--- src/rtl/grant_scheduler_if.sv ---
// Request/grant bundle between the requesters and the grant scheduler.
// Latency: wires only, no storage.
// Backpressure: none; requesters hold req level until granted, release with done.
interface grant_scheduler_if;
   logic [3:0] req;
   logic [3:0] done;
   logic [3:0] gnt;
   logic [1:0] gnt_id;
   logic       busy;
   logic       timeout;

   modport master (
      output req,
      output done,
      input  gnt,
      input  gnt_id,
      input  busy,
      input  timeout
   );

   modport slave (
      input  req,
      input  done,
      output gnt,
      output gnt_id,
      output busy,
      output timeout
   );
endinterface

--- src/rtl/grant_scheduler.sv ---
// Round-robin single-owner grant scheduler with bounded tenure and a one-cycle release gap.
// Latency: grant asserts at the first edge after req seen in IDLE; release takes effect at the next edge.
// Backpressure: requesters hold req until granted; at least two idle cycles separate consecutive grants.
module grant_scheduler #(
   parameter int N_REQ    = 4,
   parameter int MAX_HOLD = 8
) (
   input  logic               clock,
   input  logic               reset,
   grant_scheduler_if.slave   bus
);

   typedef enum logic [1:0] {
      IDLE  = 2'd0,
      GRANT = 2'd1,
      GAP   = 2'd2
   } state_t;

   state_t             state;
   logic [7:0]         hcnt;
   logic [1:0]         ptr;

   logic               pick_vld;
   logic [1:0]         pick_id;
   logic [1:0]         cand;
   logic [N_REQ-1:0]   pick_oh;
   logic               own_release;
   logic               at_limit;

   // Rotating priority search: walk from the farthest offset down so the
   // nearest set request at or after ptr is the one left standing.
   always_comb begin
      pick_vld = 1'b0;
      pick_id  = '0;
      cand     = '0;
      pick_oh  = '0;
      for (int i = N_REQ - 1; i >= 0; i--) begin
         cand = ptr + 2'(i);
         if (bus.req[cand]) begin
            pick_vld = 1'b1;
            pick_id  = cand;
         end
      end
      pick_oh[pick_id] = pick_vld;
   end

   // Termination causes for the current owner; other requesters' done bits are ignored.
   always_comb begin
      own_release = bus.done[bus.gnt_id] | ~bus.req[bus.gnt_id];
      at_limit    = (hcnt == 8'(MAX_HOLD - 1));
   end

   // Scheduler FSM with all outputs registered; reset drops the grant immediately.
   always_ff @(posedge clock or negedge reset) begin
      if (!reset) begin
         state       <= IDLE;
         bus.gnt     <= '0;
         bus.gnt_id  <= '0;
         bus.busy    <= 1'b0;
         bus.timeout <= 1'b0;
         hcnt        <= '0;
         ptr         <= '0;
      end else begin
         case (state)
            IDLE: begin
               bus.timeout <= 1'b0;
               if (pick_vld) begin
                  bus.gnt    <= pick_oh;
                  bus.gnt_id <= pick_id;
                  bus.busy   <= 1'b1;
                  hcnt       <= '0;
                  state      <= GRANT;
               end
            end
            GRANT: begin
               if (own_release || at_limit) begin
                  bus.gnt     <= '0;
                  bus.busy    <= 1'b0;
                  ptr         <= bus.gnt_id + 2'd1;
                  // Only a pure tenure expiry is reported; a coincident release wins.
                  bus.timeout <= at_limit && !own_release;
                  state       <= GAP;
               end else begin
                  hcnt <= hcnt + 8'd1;
               end
            end
            GAP: begin
               bus.timeout <= 1'b0;
               state       <= IDLE;
            end
            default: begin
               bus.gnt     <= '0;
               bus.gnt_id  <= '0;
               bus.busy    <= 1'b0;
               bus.timeout <= 1'b0;
               hcnt        <= '0;
               state       <= IDLE;
            end
         endcase
      end
   end

endmodule

--- src/flat_wrapper.sv ---
// flat-port wrapper written by rule: the top's interface ports become plain ports
module grant_scheduler_flat 
#(
   parameter int N_REQ    = 4,
   parameter int MAX_HOLD = 8
)
  (clock, reset, bus_req, bus_done, bus_gnt, bus_gnt_id, bus_busy, bus_timeout);
  grant_scheduler_if bus_i ();
  input  logic clock;
  input  logic reset;
  input wire logic [$bits(bus_i.req)-1:0] bus_req;
  input wire logic [$bits(bus_i.done)-1:0] bus_done;
  output wire logic [$bits(bus_i.gnt)-1:0] bus_gnt;
  output wire logic [$bits(bus_i.gnt_id)-1:0] bus_gnt_id;
  output wire logic [$bits(bus_i.busy)-1:0] bus_busy;
  output wire logic [$bits(bus_i.timeout)-1:0] bus_timeout;
  assign bus_i.req = bus_req;
  assign bus_i.done = bus_done;
  assign bus_gnt = bus_i.gnt;
  assign bus_gnt_id = bus_i.gnt_id;
  assign bus_busy = bus_i.busy;
  assign bus_timeout = bus_i.timeout;
  grant_scheduler #(.N_REQ(N_REQ), .MAX_HOLD(MAX_HOLD)) u_core (.clock(clock), .reset(reset), .bus(bus_i));
endmodule
--- config.mk ---
export PLATFORM = sky130hd
export DESIGN_NAME = grant_scheduler_flat
export DESIGN_NICKNAME = d
export VERILOG_FILES = /design/src/rtl/grant_scheduler_if.sv /design/src/rtl/grant_scheduler.sv /design/src/flat_wrapper.sv
export SDC_FILE = /design/constraint.sdc
export NUM_CORES = 1
export LEC_CHECK = 0
export ABC_AREA = 1
export CORE_MARGIN = 8
export CORE_UTILIZATION = 30
export DETAILED_ROUTE_END_ITERATION = 16
export PLACE_DENSITY_LB_ADDON = 0.2
export RECOVER_POWER = 50
export SLEW_MARGIN = 30
export SYNTH_ARGS = -nofsm -noshare
export SYNTH_HDL_FRONTEND = slang
export SYNTH_SLANG_ARGS = --single-unit
--- constraint.sdc ---
create_clock -name clock -period 2.23 [get_ports clock]
set_clock_uncertainty 0.2 [all_clocks]
set_input_delay 0.223 -clock clock [delete_from_list [all_inputs] [get_ports clock]]
set_output_delay 0.223 -clock clock [all_outputs]
set_load 0.005 [all_outputs]
### Word level (Yosys, flattened, before mapping)

Cells that the tools add are included.

| word-level totals | value |
|---|---|
| register bits after elaboration | 20 |
| input bits | 10 |
| output and inout port bits | 8 |
| logic and storage cells | 79 |

| operators by class | value |
|---|---|
| add/sub/neg operators | 5 |
| $lt $le $gt $ge | 7 |
| equality and inequality tests | 6 |
| mux-type cells | 38 |
| bitwise operators | 5 |
| reductions and logical operators | 11 |

Operator list:

| operator | count |
|---|---|
| case mux 8 bit (3 select lines) | 1 |
| < comparator 2 x 3 -> 1 bit (second input constant) | 6 |
| 2-to-1 mux 8 bit | 2 |
| 2-to-1 mux 1 bit | 15 |
| 2-to-1 mux 2 bit | 7 |
| binary-select mux 1 bit (select 2 bit) | 6 |
| case mux 4 bit (3 select lines) | 1 |
| adder 8 x 1 -> 8 bit (second input constant) | 1 |
| == test 8 x 3 -> 1 bit (second input constant) | 1 |
| 2-to-1 mux 4 bit | 2 |
| case mux 2 bit (2 select lines) | 2 |
| AND reduction 2 bit | 3 |
| AND reduction 3 bit | 2 |
| adder 2 x 1 -> 2 bit (second input constant) | 2 |
| adder 2 bit (second input constant) | 2 |
| AND 4 bit | 1 |
| != test 2 x 1 -> 1 bit (second input constant) | 2 |
| inverter 1 bit | 3 |
| case mux 1 bit (3 select lines) | 1 |
| demux 1 bit (select 2 bit) | 1 |
| == test 2 x 1 -> 1 bit (second input constant) | 1 |
| == test 2 bit (second input constant) | 1 |
| greater-or-equal comparator 2 x 1 -> 1 bit (second input constant) | 1 |
| logical AND 1 bit | 2 |
| 6 further kinds | 6 |

### Longest topological paths before layout

Gate-level depths: netlist of the first run.

| depth | value |
|---|---|
| depth in word-level cells | 14 |
| gate-level depth with buffers | 12 |
| mapped depth without buffers | 12 |

### Worst setup path before layout of the first run

No wires, ideal clock.

| timing | value |
|---|---|
| path kind | register to register |
| start point | register u_core.hcnt[0] |
| end point | register u_core.hcnt[6] |
| setup time | 119 ps |
| data arrival time | 1388 ps |
| required time | 1911 ps |
| setup slack | 523 ps |
| stages on the path, launching flop included | 11 |
| buffers on the path | 0 |
| clock period less this slack | 1707 ps |
| cells stage by stage | dfrtp_1 -> ha_1 -> nand2_1 -> nor3_1 -> nand2_1 -> nand2_1 -> nand2_1 -> nand3_4 -> inv_4 -> nand2_1 -> o21ai_2 |

| between the ends | value |
|---|---|
| cells in the longest elaborated chain, start to end | 4 |
| elaborated cells between the ends (all ways) | 7 |
| those cells by class | add/sub (1); eq/ne (2); mux (2); reduce/logical (2) |

RTL lines:

| what | RTL line | text |
|---|---|---|
| from (decl) | grant_scheduler.sv:20 | `logic [7:0] hcnt;` |
| from (signal assigned) | grant_scheduler.sv:84 | `hcnt <= hcnt + 8'd1;` |
| branches (longest 4 deep; another with adder 8 x 1 -> 8 bit) | -- |  |

Several ways; the timed one is not identified. The select of a mux whose other input is x is not followed.
A chain may end at the register's enable or synchronous reset.

### Final worst setup path of the first run

| timing | value |
|---|---|
| start point | register u_core.hcnt[0] |
| end point | register u_core.bus.gnt[2] |

| between the ends | value |
|---|---|
| cells in the longest elaborated chain, start to end | 4 |

RTL lines:

| what | RTL line | text |
|---|---|---|
| == test 8 x 3 -> 1 bit | grant_scheduler.sv:50 | `at_limit = (hcnt == 8'(MAX_HOLD - 1));` |
| logical OR 1 bit | grant_scheduler.sv:76 | `if (own_release \|\| at_limit) begin` |
| != test 2 x 1 -> 1 bit (no source line) | -- |  |
| AND reduction 3 bit (no source line) | -- |  |
| to (signal assigned) | grant_scheduler.sv:68 | `bus.gnt <= pick_oh;` |
| to (decl) | grant_scheduler_if.sv:24 | `output gnt,` |

Every way passes these cells.

==> results of run 1 <==
power by group through the flow:
stage          sequential, W  clock [W]  combinational [W]
6_report            0.000540   0.000283            0.00122
5_1_grt             0.000557   0.000305            0.00141
4_1_cts             0.000542   0.000298            0.00125
3_5_place_dp        0.000550          0            0.00124
3_3_place_gp        0.000548          0            0.00125
2_1_floorplan       0.000538          0           0.000941
Yosys cell counts (all sizes together):
cell type	count
nand2	82
a21oi	4
inv	30
ha	4
nor4	1
xnor2	1
xor2	4
dfrtp	20
buf	1
o22ai	2
nor3	2
o21ai	14
nand4	1
nand3	14
nor2	19
worst register-to-register path: cells and delay by family (launching register included):
kind          cells  cell delay [ns]
fa+ha+maj         1             0.19
flops             1             0.42
simple gates      8             1.01
registers in the layout (all words and copies together), names as in the netlist:
signal	cells
u_core.bus.gnt	4
u_core.ptr	2
u_core.bus.timeout	1
u_core.hcnt	8
u_core.state	2
u_core.bus.busy	1
u_core.bus.gnt_id	2
routing by layer:
layer / global-route usage, % / share of wire [%]
met4: 2.35 / 1.0
met2: 15.3 / 46
met5: 0 / 0
met3: 2.93 / 3.8
met1: 10.7 / 49
final cells by class:
cell class / instances / area, um2
tap: 52 / 65.1
multi-input combinational: 148 / 741
inverter: 30 / 115
sequential: 20 / 500
timing repair buffer: 20 / 189
clock buffer: 4 / 55.1
fill: 479 / 2720
metrics by stage:
stage / instances / worst slack, ns / hold slack [ns] / util [%] / total power [W]
after floorplan: 199 / 0.523 / -0.273 / - / 0.00148
after global placement: 270 / 0.241 / 0.268 / 36.8 / 0.00179
after detailed placement: 270 / 0.258 / 0.265 / 36.8 / 0.00179
after CTS: 274 / 0.355 / 0.109 / 38.1 / 0.00209
after global routing: 274 / 0.104 / 0.307 / 38.0 / 0.00227
final: 274 / 0.357 / 0.275 / 38.0 / 0.00204
worst max path at each step:
| stage | from | end | slack, ns | depth (start not counted) |
|---|---|---|---|---|
| 3_5_place_dp | bus_req[0] | u_core.bus.gnt[2]$_DFFE_PN0P_ | 0.26 | 11 |
| 5_1_grt | u_core.hcnt[0]$_DFFE_PN0P_ | u_core.bus.gnt[2]$_DFFE_PN0P_ | 0.10 | 9 |
| 2_1_floorplan | u_core.hcnt[0]$_DFFE_PN0P_ | u_core.hcnt[6]$_DFFE_PN0P_ | 0.52 | 10 |
| 4_1_cts | u_core.hcnt[0]$_DFFE_PN0P_ | u_core.bus.gnt[2]$_DFFE_PN0P_ | 0.36 | 9 |
| 3_3_place_gp | bus_req[0] | u_core.bus.gnt[3]$_DFFE_PN0P_ | 0.24 | 11 |
| 6_report | u_core.hcnt[0]$_DFFE_PN0P_ | u_core.bus.gnt[2]$_DFFE_PN0P_ | 0.36 | 9 |
kinds of logic (layout without fill, tap and decap cells):
| logic type | Yosys count | count (layout) | synth area share, % |
|---|---|---|---|
| xor gates and xnor gates | 5 | 5 | 3.20 |
| and+or+nand+nor | 119 | 119 | 38.7 |
| AOI/OAI and AO/OA | 20 | 20 | 8.60 |
| adders and majority gates | 4 | 4 | 3.66 |
| DFF | 20 | 20 | 36.6 |
| buffers and inverters | 31 | 54 | 9.24 |
==> results.py, run 1 <==
metrics = {
    "setup_path": {
        "critPathMaxStageDelay_ns": 0.42,
        "reg2reg_depth": 9,
        "crit_buf_inv": 0,
        "r2r_end": "u_core.bus.gnt[2]$_DFFE_PN0P_",
        "cp_top_family": "simple AND/OR/NAND/NOR gates",
        "reg2reg_from": "u_core.hcnt[0]$_DFFE_PN0P_",
        "crit_top_cell": "nand2_1",
        "cp-end-kind": "register",
        "crit_path_start_kind": "register",
        "critical_path_class": "register to register",
        "required_ns": 2.23,
        "cp_data_arrival_time_ns": 1.88,
        "path_max_fanout": 5,
        "crit_chain": "ha_1 > nand2_1 > nor3_1 > nand2_1 > nand3_1 > nand3_2 > nor2_2 > nand3_1 > nand2_1",
        "r2r_slack_ns": 0.36,
        "cp_slowest_cell": "dfrtp_1",
    },
    "clock_network": {
        "post-cts-setup-buffer-count": 0,
        "cts_hold_buf": 0,
        "cts_resized": 0,
        "h-tree-depth": 1,
        "cts_tree": "done",
        "cts.clk_slew.worst_paths_ns": 0.08,
        "clkLatencyLatePin_ns": 0.26,
        "cts_sinks": 20,
        "numCtsBuffers": 3,
        "cts_root_buf": "clkbuf_8",
        "clock_path_buffers": 2,
    },
    "final_layout": {
        "n_antenna_cell": 0,
        "final_cell_mix": "77 x nand2_1, 26 x inv_1, 20 x dfrtp_1, 15 x nor2_1, 13 x clkdlybuf4s50_1",
        "nets": 237,
        "layout-drive-gt1-share_pct": 11.7,
        "fin_area_mm2": 0.00167,
        "layout_commonest_cell": "nand2_1",
        "area_growth_pct": 21.8,
    },
    "power": {
        "pwr-share-clk_pct": 13.8,
        "p_leak_nw": 0.885,
        "p_switching_w": 0.000983,
        "power.density_mw_per_mm2": 1230,
        "pwr-share-seq_pct": 26.4,
        "p_comb_share_pct": 59.8,
        "switching_share_pct": 48.1,
        "ir_drop_mv": 0.493,
        "internal-power_w": 0.00106,
    },
    "timing": {
        "fmax_mhz": 534,
        "slew_violations": 0,
        "rsz0062_at_grt": "false",
        "setup_violations": 0,
        "setup_tns_ns": 0,
        "tightest_slew_ns": 1.14,
        "slew_headroom_pct": 24.0,
        "min_period_ns": 1.87,
        "finalHoldViolations": 0,
        "layout_worst_path_cycle_share_pct": 84.0,
    },
    "global_route": {
        "grt_pass1_wl_um": 5440,
        "grt_max_degree": 21,
        "antenna_found_initial": 0,
        "grt_util_all_layers_pct": 9.07,
        "gr-total-overflow": 0,
        "grt_pass1_vias": 1193,
    },
    "placement": {
        "dp_hpwl_um": 2350,
        "dpl_cell_area_mm2": 0.00161,
        "portBuffers": 17,
        "gp_congestion": 0.764,
    },
    "worst_hold_path": {
        "hold_path_class": "register to register",
        "worstHoldStart": "u_core.bus.gnt[1]$_DFFE_PN0P_",
        "worstHoldEndpoint": "u_core.bus.gnt[1]$_DFFE_PN0P_",
        "hold_depth": 2,
    },
    "synth": {
        "synthesis.area_mm2": 0.00137,
        "synth_top_area_cell": "dfrtp_1",
        "yosys_warnings": 0,
        "yosys-top-cells-area": "dfrtp_1 37%, nand2_1 21%, inv_1 7.1%",
        "ys_seq_area_share_pct": 36.6,
        "synthCells": 199,
        "syn_area_per_cell_um2": 6.87,
        "synth-seq-cells": 20,
        "syn_nets": 213,
        "synth_top_area_share_pct": 36.6,
        "synth.distinct_cells": 24,
    },
    "floorplanning": {
        "die_y_um": 83.5,
        "dieArea_mm2": 0.00697,
        "core_mm2": 0.00438,
        "chipWidth_um": 83.5,
        "num_rows": 24,
        "io_pins": 18,
        "start_util_pct": 31.2,
    },
    "drt": {
        "routed_wl_um": 2930,
        "num_vias": 1201,
        "drt_iter0_drc": 37,
        "avgViaCountPerCell": 4.38,
        "drtPass1Iterations": 4,
        "wl_per_cell_um": 10.7,
        "antenna_left": 0,
        "post-route-drc-count": 0,
    },
    "outcome": {
        "status": "finished clean",
    },
    "run": {
        "drv_cap": 0,
    },
}
(Power assumes the default switching activity.)
==> inputs of run 2 (changes only) <==
==> constraint.sdc (replaced) <==
create_clock -name clock -period 1.9 [get_ports clock]
set_clock_uncertainty 0.2 [all_clocks]
set_input_delay 0.19 -clock clock [delete_from_list [all_inputs] [get_ports clock]]
set_output_delay 0.19 -clock clock [all_outputs]
set_load 0.005 [all_outputs]
==> run 2 against run 1 <==
Effect of this change: fmax grew 3.3%; sequential share of layout area shrank 1.9 points; first-iteration DRC count grew 24%; design area grew 7.4%; register-to-register slack lost 0.27 ns; count of clock-buffer cells in the layout shrank 1; hold slack lost 0.0013 ns; power grew 28%; worst setup slack lost 0.27 ns; non-clock buffer count grew 13; critical endpoint is now u_core.hcnt[2]$_DFFE_PN0P_.
==> results.py, run 2 (synthesized netlist as in run 1, its figures left out) <==
metrics = {
    "outcome": {
        "status": "finished clean",
    },
    "floorplanning": {
        "io_pins": 18,
        "die_y_um": 83.5,
        "num_rows": 24,
        "dieArea_mm2": 0.00697,
        "chipWidth_um": 83.5,
        "start_util_pct": 31.2,
        "core_mm2": 0.00438,
    },
    "setup_path": {
        "cp_top_family": "simple AND/OR/NAND/NOR gates",
        "critical_path_class": "register to register",
        "critPathMaxStageDelay_ns": 0.46,
        "cp-end-kind": "register",
        "required_ns": 1.89,
        "crit_top_cell": "nand2_1",
        "crit_buf_inv": 2,
        "cp_data_arrival_time_ns": 1.80,
        "path_max_fanout": 8,
        "crit_path_start_kind": "register",
        "crit_chain": "buf_4 > nand2_1 > nand2_2 > nand2_1 > nand2_2 > nor2_4 > nand3_4 > nand3_4 > buf_4 > nand2_1 > o21ai_0",
        "cp_slowest_cell": "dfrtp_2",
    },
    "run": {
        "drv_cap": 0,
    },
    "clock_network": {
        "cts_tree": "done",
        "numCtsBuffers": 3,
        "h-tree-depth": 1,
        "cts.clk_slew.worst_paths_ns": 0.08,
        "clkLatencyLatePin_ns": 0.26,
        "clock_path_buffers": 2,
        "cts_root_buf": "clkbuf_8",
        "cts_hold_buf": 0,
        "cts_sinks": 20,
    },
    "final_layout": {
        "fin_util_pct": 40.8,
        "area_growth_pct": 30.7,
        "layout-drive-gt1-share_pct": 19.2,
        "largest_register_ffs": 8,
        "final_cell_mix": "74 x nand2_1, 26 x inv_1, 18 x dfrtp_1, 15 x nor2_1, 15 x clkdlybuf4s50_1",
        "top_regs": "u_core.hcnt: 8 flops, u_core.bus.gnt: 4 flops",
        "top_register": "u_core.hcnt",
        "nets": 250,
        "layout_commonest_cell": "nand2_1",
        "n_antenna_cell": 0,
    },
    "drt": {
        "drtPass1Iterations": 4,
        "routed_wl_um": 3060,
        "post-route-drc-count": 0,
        "avgViaCountPerCell": 4.54,
        "antenna_left": 0,
        "drt_iter0_drc": 46,
        "wl_per_cell_um": 10.7,
        "num_vias": 1299,
    },
    "power": {
        "p_switching_w": 0.00123,
        "power.density_mw_per_mm2": 1460,
        "pwr-share-clk_pct": 11.1,
        "p_leak_nw": 0.940,
        "internal-power_w": 0.00137,
        "total_power_w": 0.00261,
        "switching_share_pct": 47.4,
        "p_comb_share_pct": 64.3,
        "ir_drop_mv": 0.719,
        "pwr-share-seq_pct": 24.6,
    },
    "global_route": {
        "grt_max_degree": 21,
        "gr-total-overflow": 0,
        "grt_pass1_vias": 1262,
        "grt_pass1_wl_um": 5580,
        "antenna_found_initial": 0,
        "grt_util_all_layers_pct": 9.42,
    },
    "placement": {
        "dp_hpwl_um": 2370,
        "dp_slack_ns": -0.0725,
        "portBuffers": 17,
        "gp_congestion": 0.798,
    },
    "timing": {
        "tightest_slew_ns": 1.14,
        "setup_violations": 0,
        "finalHoldViolations": 0,
        "min_period_ns": 1.81,
        "slew_headroom_pct": 24.0,
        "setup_slack_ns": 0.0864,
        "rsz0062_at_grt": "true",
        "slew_violations": 0,
        "layout_worst_path_cycle_share_pct": 95.5,
        "fmax_mhz": 551,
    },
    "worst_hold_path": {
        "hold_path_class": "register to register",
    },
}
-- run 2: path summary, 6_finish.rpt --
check	cells past startpoint	from	slack, ns	to
worst max register to register	11	u_core.ptr[0]$_DFFE_PN0P_	0.09	u_core.hcnt[2]$_DFFE_PN0P_
max in group asynchronous	2	reset	0.28	u_core.ptr[0]$_DFFE_PN0P_
worst min register to register	2	u_core.bus.gnt[1]$_DFFE_PN0P_	0.27	u_core.bus.gnt[1]$_DFFE_PN0P_
worst min-delay path	2	u_core.bus.gnt[1]$_DFFE_PN0P_	0.27	u_core.bus.gnt[1]$_DFFE_PN0P_
worst max-delay path	11	u_core.ptr[0]$_DFFE_PN0P_	0.09	u_core.hcnt[2]$_DFFE_PN0P_
min in group asynchronous	2	reset	0.46	u_core.state[1]$_DFFE_PN0P_
-- run 2: power by group through the flow --
stage | Combinational [W] | Clock [W] | Sequential (W)
6_report | 0.00168 | 0.000290 | 0.000642
5_1_grt | 0.00193 | 0.000312 | 0.000659
2_1_floorplan | 0.00110 | 0 | 0.000631
4_1_cts | 0.00153 | 0.000300 | 0.000638
3_5_place_dp | 0.00152 | 0 | 0.000646
3_3_place_gp | 0.00154 | 0 | 0.000647
-- run 2: stage by stage --
step                      instances  TNS, ns  hold WS, ns  instance area, um2
final                           286        0        0.274                1790
after floorplan                 199        0       -0.306                1370
after detailed placement        277   -0.540        0.268                1670
after CTS                       280        0       0.0783                1710
after global routing            286  -0.0425        0.308                1790
after global placement          277   -0.817        0.270                1670
-- run 2: worst reg2reg max path: cells and delay by family, from the launching register on --
kind	cells	cell delay [ns]
AND/OR/NAND/NOR	8	0.72
flip-flops	1	0.46
AO/OA/AOI/OAI	1	0.07
buffers and inverters	2	0.29
-- run 2: metal layers --
metal | vias to the layer above | GRT usage, % | routed length (um) | part of all wire (%)
met1 | 598 | 11.2 | 1440 | 47
met4 | 0 | 3.30 | 38 | 1.2
li1 | 685 | - | - | -
met5 | - | 0 | 0 | 0
met3 | 4 | 3.03 | 109 | 3.6
met2 | 12 | 15.5 | 1470 | 48
-- run 2: timing repair --
action,in CTS,in global routing
gates resized for setup,0,12
buffers inserted,0,6
setup endpoints to repair,0,19
-- run 2: area by class of cell --
cell class | count | area [um2]
clock buffer | 3 | 41.3
fill | 453 | 2600
inverter | 30 | 120
multi-input combinational | 148 | 768
sequential | 20 | 503
tap | 52 | 65.1
timing repair buffer | 33 | 290
==> inputs of run 3 (changes only) <==
--- a/config.mk
+++ b/config.mk
@@ -6,6 +6,7 @@
 export NUM_CORES = 1
 export LEC_CHECK = 0
 export ABC_AREA = 1
+export CAP_MARGIN = 20
 export CORE_MARGIN = 8
 export CORE_UTILIZATION = 30
 export DETAILED_ROUTE_END_ITERATION = 16
==> results of run 3 <==
The final DEF is identical to that of run 2; final timing and power are the same.
